**src/rtl/ps2_letter_buffer.sv**
```systemverilog
// PS/2 set-2 receiver feeding a three-slot uppercase letter buffer.
// Slots drive the VGA text controller directly in the clk domain.
`timescale 1ns/1ps
module ps2_letter_buffer #(
    parameter int         FILTER_LEN     = 8,
    parameter int         TIMEOUT_CYCLES = 50000,
    parameter logic [7:0] BLANK_CHAR     = 8'h20
) (
    input  logic       clk,
    input  logic       rst_n,
    input  logic       ps2_clk,
    input  logic       ps2_data,
    output logic [7:0] letter_sel_one,
    output logic [7:0] letter_sel_two,
    output logic [7:0] letter_sel_three,
    output logic [1:0] letter_count,
    output logic       word_valid,
    output logic       frame_err
);

    localparam int FW = $clog2(FILTER_LEN + 1);
    localparam int TW = $clog2(TIMEOUT_CYCLES + 1);

    typedef enum logic [1:0] {
        S_IDLE, S_DATA, S_PARITY, S_STOP
    } rx_state_t;

    rx_state_t state, state_nxt;

    logic [1:0]    clk_pipe, dat_pipe;
    logic          clk_sync, dat_sync, clk_filt;
    logic [FW-1:0] flt_cnt;
    logic [TW-1:0] to_cnt;
    logic          sample, timeout;
    logic [7:0]    shift, code;
    logic [2:0]    bit_cnt;
    logic          par_bit, code_valid;
    logic          shift_en, par_en, frame_ok, frame_bad;
    logic          brk, ext;
    logic [7:0]    slot [3];
    logic [1:0]    cnt;
    logic          is_letter, is_bksp, is_esc, is_enter;
    logic [7:0]    ascii;

    assign clk_sync = clk_pipe[1];
    assign dat_sync = dat_pipe[1];

    always_ff @(posedge clk or negedge rst_n) begin
        if (!rst_n) begin
            clk_pipe <= 2'b11;
            dat_pipe <= 2'b11;
        end else begin
            clk_pipe <= {clk_pipe[0], ps2_clk};
            dat_pipe <= {dat_pipe[0], ps2_data};
        end
    end

    // New level is taken once it has differed for FILTER_LEN cycles
    always_ff @(posedge clk or negedge rst_n) begin
        if (!rst_n) begin
            clk_filt <= 1'b1;
            flt_cnt  <= '0;
        end else if (clk_sync == clk_filt) begin
            flt_cnt <= '0;
        end else if (flt_cnt == FW'(FILTER_LEN - 1)) begin
            clk_filt <= clk_sync;
            flt_cnt  <= '0;
        end else begin
            flt_cnt <= flt_cnt + 1'b1;
        end
    end

    assign sample = clk_filt && !clk_sync
                    && (flt_cnt == FW'(FILTER_LEN - 1));
    assign timeout = (state != S_IDLE) && !sample
                     && (to_cnt == TW'(TIMEOUT_CYCLES - 1));

    always_ff @(posedge clk or negedge rst_n) begin
        if (!rst_n) state <= S_IDLE;
        else        state <= state_nxt;
    end

    always_comb begin
        state_nxt = state;
        if (timeout) begin
            state_nxt = S_IDLE;
        end else if (sample) begin
            unique case (state)
                S_IDLE:   if (!dat_sync) state_nxt = S_DATA;
                S_DATA:   if (bit_cnt == 3'd7) state_nxt = S_PARITY;
                S_PARITY: state_nxt = S_STOP;
                S_STOP:   state_nxt = S_IDLE;
                default:  state_nxt = S_IDLE;
            endcase
        end
    end

    always_comb begin
        shift_en  = sample && (state == S_DATA);
        par_en    = sample && (state == S_PARITY);
        frame_ok  = sample && (state == S_STOP) && dat_sync
                    && (^{shift, par_bit});
        frame_bad = timeout
                    || (sample && (state == S_STOP) && !frame_ok);
    end

    always_ff @(posedge clk or negedge rst_n) begin
        if (!rst_n) begin
            shift      <= '0;
            bit_cnt    <= '0;
            par_bit    <= 1'b0;
            to_cnt     <= '0;
            code       <= '0;
            code_valid <= 1'b0;
            frame_err  <= 1'b0;
        end else begin
            if (state == S_IDLE)  bit_cnt <= '0;
            else if (shift_en)    bit_cnt <= bit_cnt + 1'b1;
            if (shift_en) shift   <= {dat_sync, shift[7:1]};
            if (par_en)   par_bit <= dat_sync;
            if (state == S_IDLE || sample) to_cnt <= '0;
            else                           to_cnt <= to_cnt + 1'b1;
            if (frame_ok) code <= shift;
            code_valid <= frame_ok;
            frame_err  <= frame_bad;
        end
    end

    always_comb begin
        is_letter = 1'b1;
        ascii     = BLANK_CHAR;
        case (code)
            8'h1C: ascii = 8'h41;  8'h32: ascii = 8'h42;
            8'h21: ascii = 8'h43;  8'h23: ascii = 8'h44;
            8'h24: ascii = 8'h45;  8'h2B: ascii = 8'h46;
            8'h34: ascii = 8'h47;  8'h33: ascii = 8'h48;
            8'h43: ascii = 8'h49;  8'h3B: ascii = 8'h4A;
            8'h42: ascii = 8'h4B;  8'h4B: ascii = 8'h4C;
            8'h3A: ascii = 8'h4D;  8'h31: ascii = 8'h4E;
            8'h44: ascii = 8'h4F;  8'h4D: ascii = 8'h50;
            8'h15: ascii = 8'h51;  8'h2D: ascii = 8'h52;
            8'h1B: ascii = 8'h53;  8'h2C: ascii = 8'h54;
            8'h3C: ascii = 8'h55;  8'h2A: ascii = 8'h56;
            8'h1D: ascii = 8'h57;  8'h22: ascii = 8'h58;
            8'h35: ascii = 8'h59;  8'h1A: ascii = 8'h5A;
            default: is_letter = 1'b0;
        endcase
        is_bksp  = (code == 8'h66);
        is_esc   = (code == 8'h76);
        is_enter = (code == 8'h5A);
    end

    always_ff @(posedge clk or negedge rst_n) begin
        if (!rst_n) begin
            brk        <= 1'b0;
            ext        <= 1'b0;
            cnt        <= '0;
            word_valid <= 1'b0;
            for (int i = 0; i < 3; i++) slot[i] <= BLANK_CHAR;
        end else begin
            word_valid <= 1'b0;
            if (code_valid) begin
                if (code == 8'hF0) begin
                    brk <= 1'b1;
                end else if (code == 8'hE0) begin
                    ext <= 1'b1;
                end else if (brk || ext) begin
                    brk <= 1'b0;
                    ext <= 1'b0;
                end else begin
                    unique case (1'b1)
                        is_letter: if (cnt != 2'd3) begin
                            for (int i = 0; i < 3; i++)
                                if (cnt == 2'(i)) slot[i] <= ascii;
                            cnt <= cnt + 2'd1;
                        end
                        is_bksp: if (cnt != 2'd0) begin
                            for (int i = 0; i < 3; i++)
                                if (cnt - 2'd1 == 2'(i)) slot[i] <= BLANK_CHAR;
                            cnt <= cnt - 2'd1;
                        end
                        is_esc: begin
                            for (int i = 0; i < 3; i++) slot[i] <= BLANK_CHAR;
                            cnt <= '0;
                        end
                        is_enter: word_valid <= (cnt == 2'd3);
                        default: ;
                    endcase
                end
            end
        end
    end

    assign letter_sel_one   = slot[0];
    assign letter_sel_two   = slot[1];
    assign letter_sel_three = slot[2];
    assign letter_count     = cnt;

endmodule

```
**config.mk**
```make
export PLATFORM = sky130hd
export DESIGN_NAME = ps2_letter_buffer
export DESIGN_NICKNAME = d
export VERILOG_FILES = /design/src/rtl/ps2_letter_buffer.sv
export SDC_FILE = /design/constraint.sdc
export NUM_CORES = 1
export LEC_CHECK = 0
export ABC_CLOCK_PERIOD_IN_PS = 5520
export BUFFER_PORTS_ARGS = -buffer_cell sky130_fd_sc_hd__clkbuf_2
export CAP_MARGIN = 25
export CORE_ASPECT_RATIO = 1.5
export CORE_UTILIZATION = 30
export DETAILED_ROUTE_END_ITERATION = 6
export PLACE_DENSITY = 0.47
export SETUP_SLACK_MARGIN = 0.2
export SLEW_MARGIN = 0
export SYNTH_ARGS = -nofsm -noshare
export SYNTH_HDL_FRONTEND = slang
export SYNTH_SLANG_ARGS = --single-unit
```
**constraint.sdc**
```tcl
create_clock -name clk -period 5.52 [get_ports clk]
set_input_delay 0 -clock clk [delete_from_list [all_inputs] [get_ports clk]]
set_output_delay 0 -clock clk [all_outputs]
set_load 0.03 [all_outputs]
```
==> impl_metrics.csv <==
group,metric,value,unit
timing,setup_viol,0,
route,drt-total-wl,9710,µm
route,dr.pass1.iters,4,
worst_setup_path,ff2ff_setup_slack,2.62,ns
placement,dp.cells,637,
cts,cts_sinks,75,
timing,finalSetupTns,0,ns
cts,max-clock-path-buffers,2,
finish,post_layout_nonfiller_instances,657,
die,boundaryPins,32,
run_status,outcome,"complete, no violations",
route,drt_iter0_markers,191,
synth,yosysTopAreaCell,"dfrtp_1",
synth,synth_cell_type_count,64,
synth,synth_commonest_cells,"dfrtp_1, nor2_1, inv_1, nand2_1",
cts,clkSlewWorstSetupHoldPaths,0.06,ns
timing,rsz0062_at_grt,"no",
power_and_ir_drop,peakVddDrop,0.000154,V
worst_setup_path,crit_required,5.74,ns
cts,postCtsSetupBuffers,0,
cts,cts_buffers,9,
global_route,overflow,0,
synth,synth_xor_xnor_area_share,5.48,%
finish,fin_util,35.2,%
worst_setup_path,worstPathMaxFanout,10,
finish,multi_input_area,2200,µm²
cts,htreeDepth,3,
global_route,grt_pass1_vias,3310,
global_route,grt_antenna_before_repair,0,
synth,synth_area,4310,µm²
timing,setup_ws,2.62,ns
placement,place_congestion,0.826,
timing,tightest_slew,0.887,ns
finish,regArea,1890,µm²
worst_setup_path,cp.arrival,3.12,ns
run,max_cap_violations,0,
synth,yosysWarnings,0,
power_and_ir_drop,power_per_cell_area,264,nW/µm²
die,core,14000,µm²
synth,synthTopCellsByArea,"dfrtp_1, dfstp_2, mux2_2",
timing,fmax,345,MHz
route,drc,0,
cts,insertion_delay,0.34,ns
timing,hold_viol_final,0,
timing,skew,0.00462,ns
timing,relSlewSlack,40.5,%
worst_setup_path,crit_path_start,"letter_count[0]",
die,chipHeight,149,µm
worst_setup_path,ff2ff_path_depth,7,
global_route,grt_pass1_wl,16500,µm
worst_setup_path,critPathKind,"reg2reg",
cts,cts_tree,"built",
synth,yosys-mux-area-fraction,5.40,%
synth,ys_seq_elements,75,
route,antenna_left,0,
cts,root_buffer,"clkbuf_16",
synth,yosysMostFrequentCell,"dfrtp_1",
die,die-area,14900,µm²
route,wl_per_cell,14.8,µm
worst_setup_path,end_kind,"register",
synth,synthCells,440,
synth,synth_top_family_by_area,"simple AND/OR/NAND/NOR gates",
finish,fill_cells,1413,
global_route,grt_max_degree,76,
synth,ys_seq_area_share,43.8,%
placement,dp_slack,2.60,ns
placement,hpwl,7050,µm
synth,ys.flop_type,"dfrtp_1",
finish,drive_gt1_share,18.3,%
route,vias,3240,
power_and_ir_drop,total_power,1300,µW
finish,fin_nets,479,
synth,synth_compound_area_share,14.6,%
synth,avgSynthCellArea,9.80,µm²
global_route,grt_util_all_layers,14.2,%
worst_setup_path,rr_startpoint,"letter_count[0]",
die,initial_core_util,30.8,%
finish,syn_to_final_growth,14.4,%
hold_path,hold_path.class,"in2async",
power_and_ir_drop,p_leak,0.00213,µW
die,rows,53,
synth,synth_fa_ha_area_share,4.35,%
synth,async_flop_share,100,%
finish,insertedDiodeCount,0,
worst_setup_path,reg2reg_to,"letter_sel_three[1]",
placement,port_buffers,28,
route,detail_route.vias_per_cell,4.93,
worst_setup_path,startpoint_type,"register",
synth,yosys.area_share.simple,20.9,%
timing,period_needed,2.90,ns
timing,slew_viol_final,0,
die,die_width,99.9,µm
synth,netlist.area_leader.share,38.9,%
timing,period_share,52.5,%
synth,synth_edf_count,0,
==> worst max-delay path by stage <==
stage	end	slack, ns
2_1_floorplan	letter_sel_three[0]	3.16
3_3_place_gp	letter_sel_three[1]	2.60
3_5_place_dp	letter_sel_three[1]	2.60
4_1_cts	letter_sel_three[1]	2.59
5_1_grt	letter_sel_three[1]	2.37
6_report	letter_sel_three[1]	2.62
==> stage by stage <==
stage | hold WS (ns) | area, µm²
after floorplan | -0.296 | 4320
final | 0.0119 | 4930
after detailed placement | 0.0890 | 4570
after global routing | 0.0137 | 4930
after global placement | 0.0894 | 4570
after CTS | 0.275 | 4900
==> routing by layer <==
metal	global-route usage [%]	vias to the layer above	part of all wire, %
met1	15.4	1557	40
li1	-	1607	-
met5	0	-	0
met3	2.11	18	2.5
met4	7.43	0	3.1
met2	26.4	58	54
==> cell usage in the layout, fill, tap and decap left out, types with 8 or more instances in the layout <==
cell type | netlist | final
mux2_2 | 18 | 18
a211oi_1 | 11 | 11
dfstp_2 | 8 | 8
o21ai_0 | 10 | 10
a21oi_1 | 15 | 15
and3_1 | 8 | 8
xor2_1 | 10 | 10
inv_1 | 26 | 26
clkbuf_2 | 1 | 27
nand2_1 | 26 | 26
nand3_1 | 18 | 18
nor3_1 | 13 | 13
nor2b_1 | 8 | 8
ha_1 | 15 | 15
nor2_1 | 42 | 42
clkbuf_16 | 0 | 9
dfrtp_1 | 67 | 67
xnor2_1 | 17 | 17
==> final cells by class <==
cell class / instances / share of cell area [%]
multi-input cells: 316 / 44.6
well taps: 192 / 4.87
clock inverters: 3 / 0.939
repair buffers: 32 / 4.06
flip-flops and latches: 75 / 38.3
clock buffers: 13 / 5.28
inverters: 26 / 1.98
==> critical path, stage by stage, from the launching register on <==
cell and delay (ns):
dfrtp_1 0.48, ha_1 0.28, nor4b_1 0.54, o31ai_1 0.15, a21oi_1 0.50, nand3_1 0.33
a2111oi_4 0.39, nor3_1 0.10
==> kinds of logic (layout without fill, tap and decap cells) <==
group           Yosys count  in the layout
mux                      21             21
fa+ha+maj                15             15
xor+xnor                 27             27
simple gates            167            167
other cells               1              3
compound gates           83             83
buf+inv                  51             74
flops                    75             75
==> state kept, by name, summed over array words and instances, names as in the netlist <==
name and flops:
letter_sel_one 7, brk 1, bit_cnt 3, clk_pipe 2, code 8, dat_pipe 2
ext 1, letter_sel_three 7, letter_count 2, state 2, word_valid 1, flt_cnt 4
clk_filt 1, par_bit 1, shift 8, code_valid 1, to_cnt 16, frame_err 1
letter_sel_two 7
==> where the power goes <==
group / internal [µW] / total [µW] / leakage [µW] / switching [µW]
Clock: 376 / 606 / 0.000146 / 230
Combinational: 38.6 / 95.4 / 0.000974 / 56.8
Sequential: 578 / 601 / 0.00101 / 22.8
Total: 993 / 1300 / 0.00213 / 309
==> repair_timing <==
item / 4_1_cts / 5_1_grt
hold endpoints to repair: 69 / 0
hold buffers: 3 / 0
gates resized for setup: 0 / 0
No activity file was read; power rests on OpenSTA's default activity.
